[src/rtl/mossbauer_drive_gen.sv]
// Mossbauer velocity-drive reference: symmetric triangular DAC code with valid/ready handoff.
// Optional endpoint dwell is built in when the DRIVE_DWELL_EN macro is defined.
module mossbauer_drive_gen #(
  parameter int unsigned DW          = 8,
  parameter int unsigned VMIN        = 0,
  parameter int unsigned VMAX        = 255,
  parameter int unsigned STEP_DIV    = 1000,
  parameter int unsigned DWELL_TICKS = 4
) (
  input  logic          clk,
  input  logic          rst_n,
  input  logic          en,
  input  logic          dac_ready,
  output logic [DW-1:0] dac_code,
  output logic          dac_valid,
  output logic          dir,
  output logic [DW:0]   chan_idx,
  output logic          sweep_sync,
  output logic          stall_err
);

  localparam int unsigned   CW         = DW + 1;
  localparam int unsigned   PW         = $clog2(STEP_DIV);
  localparam logic [PW-1:0] PRESC_LAST = PW'(STEP_DIV - 1);
  localparam logic [DW-1:0] CODE_MIN   = DW'(VMIN);
  localparam logic [DW-1:0] CODE_MIN1  = DW'(VMIN + 1);
  localparam logic [DW-1:0] CODE_MAX   = DW'(VMAX);
  localparam bit            DEGEN      = (VMAX == VMIN + 1);

  typedef enum logic [2:0] {
    IDLE, PARK, RAMP_UP, RAMP_DOWN, DWELL_TOP, DWELL_BOT
  } state_t;

`ifdef DRIVE_DWELL_EN
  localparam bit             HAS_DWELL  = (DWELL_TICKS > 0);
  localparam int unsigned    DCW        = (DWELL_TICKS > 1) ? $clog2(DWELL_TICKS) : 1;
  localparam logic [DCW-1:0] DWELL_LAST = DCW'(DWELL_TICKS - 1);
  localparam state_t         BOT_ST     = HAS_DWELL ? DWELL_BOT : RAMP_UP;
  localparam state_t         TOP_ST     = HAS_DWELL ? DWELL_TOP : RAMP_UP;
  logic [DCW-1:0] dwell_cnt;
`else
  localparam state_t BOT_ST = RAMP_UP;
  localparam state_t TOP_ST = RAMP_UP;
`endif

  // Reject parameter sets the code/channel arithmetic cannot represent.
  if (VMIN >= VMAX || (VMAX >> DW) != 0 || STEP_DIV < 2 || DWELL_TICKS > 65535) begin : g_bad_params
    $error("mossbauer_drive_gen: invalid parameter set");
  end

  state_t        state;
  logic [PW-1:0] presc;
  logic          run;
  logic          tick;
  logic          accept;
  logic          can_step;

  assign run      = (state != IDLE) && (state != PARK);
  assign tick     = run && (presc == PRESC_LAST);
  assign accept   = dac_valid && dac_ready;
  assign can_step = !dac_valid || dac_ready;

  always_ff @(posedge clk) begin
    if (!rst_n) begin
      state      <= IDLE;
      presc      <= '0;
      dac_code   <= CODE_MIN;
      dac_valid  <= 1'b0;
      dir        <= 1'b0;
      chan_idx   <= '0;
      sweep_sync <= 1'b0;
      stall_err  <= 1'b0;
`ifdef DRIVE_DWELL_EN
      dwell_cnt  <= '0;
`endif
    end else begin
      sweep_sync <= 1'b0;
      if (accept) dac_valid <= 1'b0;
      if (run) presc <= tick ? '0 : presc + PW'(1);

      if (run && !en) begin
        // Park the transducer at VMIN and wait for the DAC to take it.
        state     <= PARK;
        presc     <= '0;
        dac_code  <= CODE_MIN;
        dac_valid <= 1'b1;
`ifdef DRIVE_DWELL_EN
        dwell_cnt <= '0;
`endif
      end else begin
        case (state)
          IDLE: begin
            if (en) begin
              state      <= BOT_ST;
              dac_code   <= CODE_MIN;
              chan_idx   <= '0;
              dir        <= 1'b1;
              dac_valid  <= 1'b1;
              sweep_sync <= 1'b1;
              stall_err  <= 1'b0;
            end
          end
          PARK: begin
            if (accept) begin
              state    <= IDLE;
              dir      <= 1'b0;
              chan_idx <= '0;
            end
          end
          RAMP_UP: begin
            if (tick) begin
              if (!can_step) begin
                stall_err <= 1'b1;
              end else if (dac_code == CODE_MAX) begin
                if (DEGEN) begin
                  state      <= BOT_ST;
                  dac_code   <= CODE_MIN;
                  chan_idx   <= '0;
                  dir        <= 1'b1;
                  dac_valid  <= 1'b1;
                  sweep_sync <= 1'b1;
                end else begin
                  state     <= RAMP_DOWN;
                  dac_code  <= dac_code - DW'(1);
                  chan_idx  <= chan_idx + CW'(1);
                  dir       <= 1'b0;
                  dac_valid <= 1'b1;
                end
              end else begin
                dac_code  <= dac_code + DW'(1);
                chan_idx  <= chan_idx + CW'(1);
                dac_valid <= 1'b1;
                if (dac_code + DW'(1) == CODE_MAX) state <= TOP_ST;
              end
            end
          end
          RAMP_DOWN: begin
            if (tick) begin
              if (!can_step) begin
                stall_err <= 1'b1;
              end else if (dac_code == CODE_MIN1) begin
                state      <= BOT_ST;
                dac_code   <= CODE_MIN;
                chan_idx   <= '0;
                dir        <= 1'b1;
                dac_valid  <= 1'b1;
                sweep_sync <= 1'b1;
              end else begin
                dac_code  <= dac_code - DW'(1);
                chan_idx  <= chan_idx + CW'(1);
                dac_valid <= 1'b1;
              end
            end
          end
`ifdef DRIVE_DWELL_EN
          // Endpoint hold: no new transfers, so DAC backpressure cannot stall it.
          DWELL_TOP, DWELL_BOT: begin
            if (tick) begin
              if (dwell_cnt == DWELL_LAST) begin
                state     <= RAMP_UP;
                dwell_cnt <= '0;
              end else begin
                dwell_cnt <= dwell_cnt + DCW'(1);
              end
            end
          end
`endif
          default: state <= IDLE;
        endcase
      end
    end
  end

endmodule

[config.mk]
export PLATFORM = sky130hd
export DESIGN_NAME = mossbauer_drive_gen
export DESIGN_NICKNAME = d
export VERILOG_FILES = /design/src/rtl/mossbauer_drive_gen.sv
export SDC_FILE = /design/constraint.sdc
export NUM_CORES = 1
export LEC_CHECK = 0
export CORE_UTILIZATION = 45
export CTS_CLUSTER_DIAMETER = 150
export CTS_CLUSTER_SIZE = 25
export DETAILED_ROUTE_END_ITERATION = 16
export DONT_BUFFER_PORTS = 1
export GPL_TIMING_DRIVEN = 0
export HOLD_SLACK_MARGIN = 0.12
export PLACE_DENSITY_LB_ADDON = 0.12
export SLEW_MARGIN = 20
export SYNTH_ARGS = -nofsm -noshare
export SYNTH_HDL_FRONTEND = slang
export SYNTH_SLANG_ARGS = --single-unit
export TNS_END_PERCENT = 5
[constraint.sdc]
create_clock -name clk -period 3.1 [get_ports clk]
set_clock_uncertainty 0.2 [all_clocks]
set_input_delay 0.465 -clock clk [delete_from_list [all_inputs] [get_ports clk]]
set_output_delay 0.465 -clock clk [all_outputs]
set_load 0.01 [all_outputs]
* After elaboration in Yosys (flattened, before gate mapping) *
Index checks and enable logic that the tools add are counted.
Widths: inputs -> output; s select.

word-level totals
  register bits after elaboration = 34
  latch bits = 0
  RAM bits = 0
  bits in read-only memories = 0
  bits of input ports = 4
  logic and storage cells = 114
  memories = 0

operators by class
  add/subtract/negate cells = 4
  multipliers = 0
  div/mod/pow operators = 0
  magnitude comparators = 0
  equal/unequal tests = 27
  shift operators = 0
  muxes and demuxes = 52
  bitwise operators = 2
  reductions and logical operators = 20

operators with widths
  kind                   count
  $mux 9                 7
  $mux 8                 7
  $pmux 9 s4             1
  $mux 3                 9
  $ne 3x3->1 const B     8
  $pmux 8 s3             1
  $reduce_and 8->1       3
  $mux 1                 21
  $ne 2x2->1 const B     9
  $eq 8x8->1 const B     2
  $pmux 3 s4             1
  $add 10x1->10 const B  1
  $eq 10x10->1 const B   1
  $mux 10                1
  $reduce_and 10->1      1
  $add 9x1->9 const B    1
  $add 8x1->8 const B    1
  $eq 8x1->1 const B     1
  $sub 8x1->8 const B    1
  $eq 3x2->1 const B     2
  $pmux 1 s2             3
  $reduce_and 6->1       1
  $reduce_bool 3->1      2
  $reduce_and 5->1       1
  13 further kinds       19

* Logic depth before layout (Yosys ltp) *
Gate-level depths: netlist of the first run.

  word-level depth = 8
  gate-level depth with buffers = 8

* Least setup slack after synthesis of the first run *
Ideal clock, no wire load.

  path type = flip-flop to flip-flop
  from = reg state[1]
  to = reg chan_idx[7]
  arrival = 2.100 ns
  data required time = 2.829 ns
  path slack = 0.730 ns
  cell stages (with the launch flop) = 9
  buffers on the path = 1
  cell sequence = dfxtp_1 -> inv_1 -> ha_1 -> buf_6 -> and4bb_2 -> a32o_2 -> nand3_2 -> or4_1 -> a21oi_1

on the way
  cells in the longest elaborated chain, start to end = 5
  elaborated cells between the ends (all ways) = 19
  classes of those cells = eq/ne: 10; mux: 1; bitwise: 1; reduce/logical: 7

ends and longest elaborated chain
  what                                                      RTL line  source
  start, declared                                           51        state_t state;
  start signal, assigned                                    65        state <= IDLE;
  start signal, assigned                                    83        state <= PARK;
  start signal, assigned                                    94        state <= BOT_ST;
  $ne 3x1->1 / $reduce_bool 3->1 (equally long branches)    58        assign run = (state != IDLE) && (state != PARK);
  $logic_and 1x1->1                                         58
  $logic_and 1x1->1 (on tied branches)                      59, 81
  $ne 2x2->1 (no line) / $not 1->1 (equally long branches)  -
  $reduce_and 8->1 (no line)                                -
  end signal, assigned                                      125       chan_idx <= chan_idx + CW'(1);
  end signal, assigned                                      131       chan_idx <= chan_idx + CW'(1);
  end signal, assigned                                      150       chan_idx <= chan_idx + CW'(1);
  end, declared                                             17        output logic [DW:0] chan_idx,

Several ways; a longest one is shown, not always the timed one.
A chain may end at the register's enable or synchronous reset.

* Worst setup path after layout of the first run *
  from = reg state[1]
  to = reg dac_code[3]

on the way
  cells in the longest elaborated chain, start to end = 5
  elaborated cells between the ends (all ways) = 17
  classes of those cells = eq/ne: 8; mux: 1; reduce/logical: 8

ends and longest elaborated chain
  what                                                    RTL line  source
  $ne 3x1->1 / $reduce_bool 3->1 (equally long branches)  58
  $logic_and 1x1->1                                       58
  $logic_and 1x1->1                                       59        assign tick = run && (presc == PRESC_LAST);
  $ne 2x2->1 (no line)                                    -
  $reduce_and 6->1 (no line)                              -
  end signal, assigned                                    124       dac_code <= dac_code - DW'(1);
  end signal, assigned                                    130       dac_code <= dac_code + DW'(1);
  end signal, assigned                                    149       dac_code <= dac_code - DW'(1);
  end, declared                                           14        output logic [DW-1:0] dac_code,

Several ways; a longest one is shown, not always the timed one.

==> metrics.txt, run 1 <==
Power Total=approximately 0.0015 W; final setup fails=0; Cells after Synth=approximately 260; DRC=2; Worst-Skew Late Latency=slightly below 300 ps; Diodes inserted=0; worst slew pin tran=806 ps; final worst setup slack=259 ps; WHS=~250 ps; WL/cell=16.0 um; RSZ-0062 raised after global routing=no; largest family of logic cells by synthesized area=simple AND/OR/NAND/NOR gates; Initial Utilization=between 40% and 50%; GRT Overall Usage=around 22%; Post-synth ARST share=0%; Final TNS setup=0 ps; pre-CTS setup slack=283 ps; internal power=0.000906 W; Final min period=2840 ps; Clock Sinks=33; CP Cell Sequence=inv_1, ha_1, or2_2, o21ai_0, a21oi_1, a221o_1; Hold Buf Count CTS=0; Slew Limit Fails=0; min-delay src=dac_ready; Critical Path Start=state[1]; most frequent cells in the layout=dfxtp_1 (33), nor2_1 (31), nand2_1 (24); crit-path max cell delay=620 ps; sw frac=38.6%; via/cell ratio=6.21; slowest CP cell=o21ai_0; via count=2001; Worst EP arrival=2830 ps; simple-gate share of the synthesized area=~28%; crit path capture type=register; Setup CP Type=reg2reg; Pwr Density=641 nW/um^2; Design Area, Final=2300 um^2; XOR/XNOR share of the synthesized area=4.95%; ANT nets after route=0; die area=4990 um^2; core area=4440 um^2; postcts setup bufs=0; die width=70.7 um; worst-path maximum fanout=8; Synth Flop Type=dfxtp_1; Net Count, Synth=277; Synth Area in Compound Gates=24.7%; Critical Path RT=3080 ps; Flop pwr share=between 30% and 40%; Clk pwr share=28.5%; Initial DRC Count=212; IO Pins=25; Synth-to-Final Area Change=8.49%; Post-synth EDFFs=0; yosys warns=0; vias in the first global route=1783; post-cts resize count=0; Peak VDD IR=approximately 0.35 mV; first-pass GRT wire length=8690 um; initial antenna violation count=0; Worst-path clk slew=80 ps; post-synthesis mux area share=0.472%; Initial DRT Pass Iterations=11; Combinational Power Share=a little over a third; crit path buf inv count=1; site row count=24; Max-slew headroom=45.9%; placed instance area=2190 um^2; Mapped Avg Cell Area=8.10 um^2; share of post-route cells with drive strength above 1=11.5%; synth unique cells=62; H-tree depth=2; Pleak=0.803 nW; CTS buffer count=5; CTS tree=yes; Port Buffer Count=0; Post-DP HPWL=3670 um; switching power total=roughly 0.00057 W; GPL Wtd Cong=roughly 0.9; Post-Synth Adder-Cell Area=6.49%; maximum root-to-sink buffer count=2; final WL=5150 um; sequential fraction of the synthesis area=31.1%; Setup crit start kind=register; outcome=finished, violations left; CP top delay family=compound AO/OA/AOI/OAI gates; violated checks=design-rule violations; largest net degree at the start of global routing=13; Hold Path Class=in2reg; commonest non-fill, non-tap cell in the layout=dfxtp_1; fin nets=284; Die Y-Extent=70.7 um; GRT overflow=0; reg2reg start=state[1]; Synth Cell Area=2120 um^2; #FFs+latches synth=33; fin crit share=between 90% and 100%; final hold viol count=0; CTS root buffer=clkbuf_8; Max-Cap Viols=0; Fmax=0.352 GHz
-- synthesized netlist by cell type (6+ instances only) --
cell / count / area share, %
dfxtp_1: 33 / 31
nor2_1: 31 / 5.5
nand2_1: 24 / 4.2
o21ai_0: 17 / 4.0
a21oi_1: 16 / 3.8
ha_1: 11 / 6.5
inv_1: 9 / 1.6
nand4_1: 9 / 2.7
xor2_1: 8 / 3.3
nand3_1: 7 / 1.7
o31ai_1: 6 / 2.1
-- sequential cells by signal, summed over array words and instances (netlist names) --
register,flops
chan_idx,9
dac_code,8
dac_valid,1
dir,1
presc,10
stall_err,1
state,2
sweep_sync,1
-- routing by layer --
metal	wire, um	global-route usage (%)	up-vias
met5	0	0	-
met4	72	7.11	0
met3	357	6.41	8
met2	2320	35.4	79
met1	2400	28.6	914
li1	-	-	1000
-- logic make-up after synthesis --
| kind of cell | after synthesis |
|---|---|
| multiplexers | 1 |
| AND/OR/NAND/NOR | 111 |
| AO/OA/AOI/OAI | 75 |
| XOR/XNOR | 12 |
| flip-flops | 33 |
| adder cells (fa/ha/maj) | 11 |
| buffers and inverters | 19 |
-- layout make-up --
class                      count  area, um^2
buffer                        10        52.6
clock buffer                   5        68.8
clock inverter                 3        46.3
fill                         438        2140
inverter                       9        33.8
multi-input combinational    210        1380
sequential                    33         661
tap                           52        65.1
-- worst min-delay path: stages --
cell      delay, ps
nor2b_1          60
nor2_1          110
a311oi_1         50
-- through the flow --
step / instances / utilization, %
3_5_place_dp: 314 / 49.2
3_3_place_gp: 314 / 49.2
2_1_floorplan: 262 / -
5_1_grt: 322 / 51.8
4_1_cts: 322 / 51.8
6_report: 322 / 51.8
-- worst paths after layout --
check                           cells past startpoint          end  slack (ps)
worst min-delay path                                3    dac_valid         250
worst max-delay path                                6  dac_code[3]         260
worst max register to register                      6  dac_code[3]         260
worst min register to register                      2     presc[1]         290
-- power by group through the flow --
stage               clock, W  sequential, W  combinational (W)
detailed placement         0       0.000544           0.000519
global placement           0       0.000544           0.000518
floorplan                  0       0.000528           0.000412
CTS                 0.000435       0.000535           0.000522
global route        0.000458       0.000542           0.000580
finish              0.000421       0.000536           0.000520
Power figures use the tool's default switching activity.
==> run 2, diff against run 1 <==
CORE_MARGIN = 5   (was unset)
CORE_UTILIZATION = 55   (was 45)
==> run 2 against run 1 <==
Register-to-register slack improved by 40 ps. The flow now finishes without violations. First-iteration DRC count decreased by 12%. Fmax rose by 1.3%. Total power down 7.1%. Worst setup slack gained 36 ps. Critical endpoint is now chan_idx[0]. Largest power group unchanged. Sequential power about the same.
==> metrics.txt, run 2 (same netlist as run 1, synthesis figures left out) <==
via count=1956 (-2.2%); Worst EP arrival=2760 ps (-70 ps); final hold viol count=0 (unchanged); Critical Path RT=3050 ps (-30 ps); initial antenna violation count=0 (unchanged); commonest non-fill, non-tap cell in the layout=dfxtp_1; postcts setup bufs=0 (unchanged); post-cts resize count=0 (unchanged); largest net degree at the start of global routing=12 (-1); reg2reg start=dac_code[0]; Design Area, Final=2270 um^2 (-1.5%); Final min period=2800 ps (-36.0 ps); crit path capture type=register; WHS=250 ps (+0.385 ps); fin nets=284 (unchanged); Clock Sinks=33 (unchanged); CTS root buffer=clkbuf_8; Final TNS setup=0 ps (unchanged); crit-path max cell delay=690 ps (+70 ps); Post-Place Cells=310 (-1.3%); fill cell count=341 (-22%); H-tree depth=2 (unchanged); Worst-Skew Late Latency=290 ps (about the same); worst slew pin tran=817 ps (+11.6 ps); fin crit share=90.5% (-1.2 points); Pleak=0.792 nW (-1.3%); outcome=completed; Max-slew headroom=45.1% (-0.78 points); Slew Limit Fails=0 (unchanged); most frequent cells in the layout=dfxtp_1 (33), nor2_1 (31), nand2_1 (24); Initial DRT Pass Iterations=4 (-7); Hold Buf Count CTS=0 (unchanged); Port Buffer Count=0 (unchanged); WL/cell=15.5 um (-3.3%); placed instance area=2180 um^2 (-0.23%); Critical Path Start=dac_code[0]; worst setup path end=chan_idx[0]; vias in the first global route=1774 (-0.50%); largest register by flop count=presc; Worst-path clk slew=70 ps (about the same); worst-path maximum fanout=10 (+2); via/cell ratio=6.15 (-1.0%); CTS tree=yes; Finished Layout Cells=318 (-1.2%); Pwr Density=605 nW/um^2 (-5.7%); core area=3690 um^2 (-17%); Peak VDD IR=0.368 mV (+6.7%); die area=5200 um^2 (+4.1%); slowest CP cell=o31ai_2; maximum root-to-sink buffer count=2 (unchanged); share of post-route cells with drive strength above 1=11.5% (unchanged); GPL Wtd Cong=0.945 (+7.8%); first-pass GRT wire length=8420 um (-3.2%); GRT Overall Usage=20.1% (-1.9 points); IO Pins=25 (unchanged); CP Cell Sequence=ha_1, nor4b_1, a21boi_1, o31ai_2, nor2_1; Max-Cap Viols=0 (unchanged); final WL=4920 um (-4.5%); DRC=0 (-2); RSZ-0062 raised after global routing=no; R2R Path End=chan_idx[0]; Synth-to-Final Area Change=6.90%; Setup CP Type=reg2reg; Diodes inserted=0 (unchanged); Largest regs=presc: 10 flops, chan_idx: 9 flops, dac_code: 8 flops; final setup fails=0 (unchanged); site row count=22 (-8.3%); CTS buffer count=5 (unchanged); die width=72.1 um (+2.0%); ANT nets after route=0 (unchanged); Die Y-Extent=72.1 um (+2.0%); Post-DP HPWL=3600 um (-1.9%); Initial DRC Count=187 (-12%); pre-CTS setup slack=299 ps (+15.9 ps); Setup crit start kind=register; Initial Utilization=57.5% (+9.8 points); GRT overflow=0 (unchanged); max reg flops=10 (unchanged); Fmax=0.357 GHz (+1.3%); FF-to-FF path depth=5 (-1); Hold Path Class=in2reg; final worst setup slack=295 ps (+36.0 ps); reg2reg setup slack=300 ps (+40 ps)
-- run 2: changes by cell type in the layout (fill, tap and decap cells not counted) --
cell / change
bufinv_16: -1
clkinv_4: -1
clkinv_2: +2
-- run 2: worst min-delay path by stage --
| stage | slack, ps | to | from | cells after the start |
|---|---|---|---|---|
| after detailed placement | 300 | presc[0] | presc[0] | 1 |
| after CTS | 240 | dac_valid | dac_ready | 3 |
| final | 250 | dac_valid | dac_ready | 3 |
| after floorplan | 260 | presc[1] | presc[1] | 2 |
| after global routing | 290 | dac_valid | dac_ready | 3 |
| after global placement | 280 | presc[1] | presc[1] | 2 |
-- run 2: layout make-up --
type	instances	area (um^2)	area share, %
multi-input combinational	210	1380	60.6
inverter	9	33.8	1.49
sequential	33	661	29.1
buffer	10	52.6	2.32
clock inverter	3	17.5	0.772
clock buffer	5	68.8	3.03
tap	48	60.1	2.65
-- run 2: per-layer routing --
metal	share of wire [%]	up-vias	GRT usage (%)
met5	0	-	0
met4	1.5	0	8.77
met3	6.2	7	6.09
met2	44	51	29.1
met1	48	906	27.5
li1	-	992	-
-- run 2: metrics by stage --
stage | util, % | power, W
after floorplan | - | 0.000941
after global placement | 59.2 | 0.00105
after detailed placement | 59.2 | 0.00106
after CTS | 61.5 | 0.00138
after global routing | 61.5 | 0.00148
final | 61.5 | 0.00137
-- run 2: power breakdown --
part           internal, W  switching (W)
Combinational     0.000197       0.000320
Sequential        0.000469      0.0000678
Clock             0.000155       0.000164
-- run 2: critical path, delay by kind of cell (launching register included) --
family | cells | cell delay (ps)
AOI/OAI and AO/OA | 2 | 1020
and+or+nand+nor | 2 | 620
DFF | 1 | 610
adders and majority gates | 1 | 220
==> edit (flow settings as in run 1) <==
Reset style: asynchronous (`rst_n`), changed in one clocked block.
--- a/src/rtl/mossbauer_drive_gen.sv
+++ b/src/rtl/mossbauer_drive_gen.sv
@@ -61,5 +61,5 @@
   assign can_step = !dac_valid || dac_ready;
 
-  always_ff @(posedge clk) begin
+  always_ff @(posedge clk or negedge rst_n) begin
     if (!rst_n) begin
       state      <= IDLE;
Formal check against the unedited RTL: differs if rst_n is asserted again (counterexample within 4 cycles, from zero or initial values and one cycle with rst_n low); with rst_n held inactive, the same outputs for 10 cycles.
==> edit against run 1 <==
- sequential cell count did not move
- design area up 7.0%
- area after synthesis grew 6.8%
- count of clock-buffer cells in the layout up 1
- critical path depth is 2 higher
- via count is 1.6% lower
- setup slack lost 0.041 ns
- routed wire length grew 0.16%
Power is not compared: it rests on default switching activity, and its combinational part moved more than twofold at a synthesized area within 25%.
==> edit: results (changes against run 1) <==
----------------------------------------------------
[Route]
  Detailed-route wire length on metal 1 ... 2.53 mm (+5.5%)
  Post-detailed-routing wire length ... 5.16 mm (+0.16%)
  Detailed-routed wire length on met2 ... 2.33 mm (+0.39%)
  Met3 Routed Length ... 247 um (-31%)
  Number of optimization iterations in the first detailed-route pass ... 5 (-6)

[Run status]
  Outcome ... finished, final reports clean

[CTS]
  Number of buffers added to fix hold violations after cts ... 2 (+2)

[Place]
  Post-DP HPWL ... 3.67 mm (about the same)
  Dpl cell area ... 2350 sq um (+7.4%)
  Setup slack after placement ... 0.234 ns (-0.0491 ns)
  Last weighted congestion value of the routability-driven placer ... 0.854 (-2.5%)

[Critical path]
  Worst path slowest cell ... dfrtp_1
  RR Endpoint ... dac_code[0]$_DFFE_PN0P_
  Reg-to-reg critical path startpoint ... state[1]$_DFFE_PN0P_
  CP max stage delay ... 0.42 ns (-0.20 ns)
  Depth of the worst register-to-register path ... 8 (+2)

[GRT]
  Number of global-route vias before repair ... 1812 (+1.6%)
  Met2 track utilization from global routing ... 33.4% (-1.9 points)
  Met1 demand-to-capacity share in global routing ... 29.4% (+0.83 points)
  Maximum number of pins on one net before global-route repair ... 34 (+21)
  Global-route usage over all layers ... 21.4% (-0.63 points)
  Global routing usage on met3 ... 5.25% (-1.2 points)
  First-pass GRT wire length ... 8.80 mm (+1.3%)

[Synth]
  Leading cell types by total area after synthesis ... dfrtp_1 36%, o21ai_0 6.4%, ha_1 6.1%
  Count of mapped cells out of synthesis ... 267 (+1.9%)
  FFs w/ async S/R, synth ... 100% (+100 points)

[STA]
  Worst slack on hold paths ... 0.305 ns (+0.0550 ns)
  Highest attainable clock frequency ... 347 MHz (-1.4%)
  Actual slew at the worst max-slew pin ... 0.561 ns (-0.245 ns)

[Cells and area]
  Share of final-layout standard cells stronger than drive strength 1 ... 9.39% (-2.1 points)
  Fill count ... 467 (+6.6%)

[Min path]
  Hold path endpoint ... dac_valid$_DFF_PN0_
  Worst hold path cell count ... 4 (+1)

----------------------------------------------------
==> edit: changes by cell type after synthesis, sizes merged, moves of 4 or more <==
cell	before	now
dfxtp	33	0
xor2	8	4
dfrtp	0	33
o21ai	17	29
nor2	32	23
nor3	4	9
nand2b	1	8
nand2	24	29
nand4	10	4
clkbuf	5	9
a21oi	16	10
==> edit: layout make-up <==
cell class	count	area, sq um	area share (%)
multi-input combinational	208	1330	53.9
sequential	33	826	33.5
clock inverter	2	10.0	0.407
inverter	12	45.0	1.83
timing repair buffer	2	30.0	1.22
buffer	14	67.6	2.74
tap	67	83.8	3.40
clock buffer	6	72.6	2.95
==> edit: kinds of logic after synthesis <==
| kind of cell | Yosys count | share of synthesized area [%] |
|---|---|---|
| AOI/OAI and AO/OA | 71 | 19.9 |
| xor gates and xnor gates | 9 | 3.48 |
| adders and majority gates | 11 | 6.07 |
| buffers and inverters | 26 | 4.97 |
| DFF | 33 | 36.4 |
| muxes | 4 | 2.04 |
| and+or+nand+nor | 113 | 27.1 |
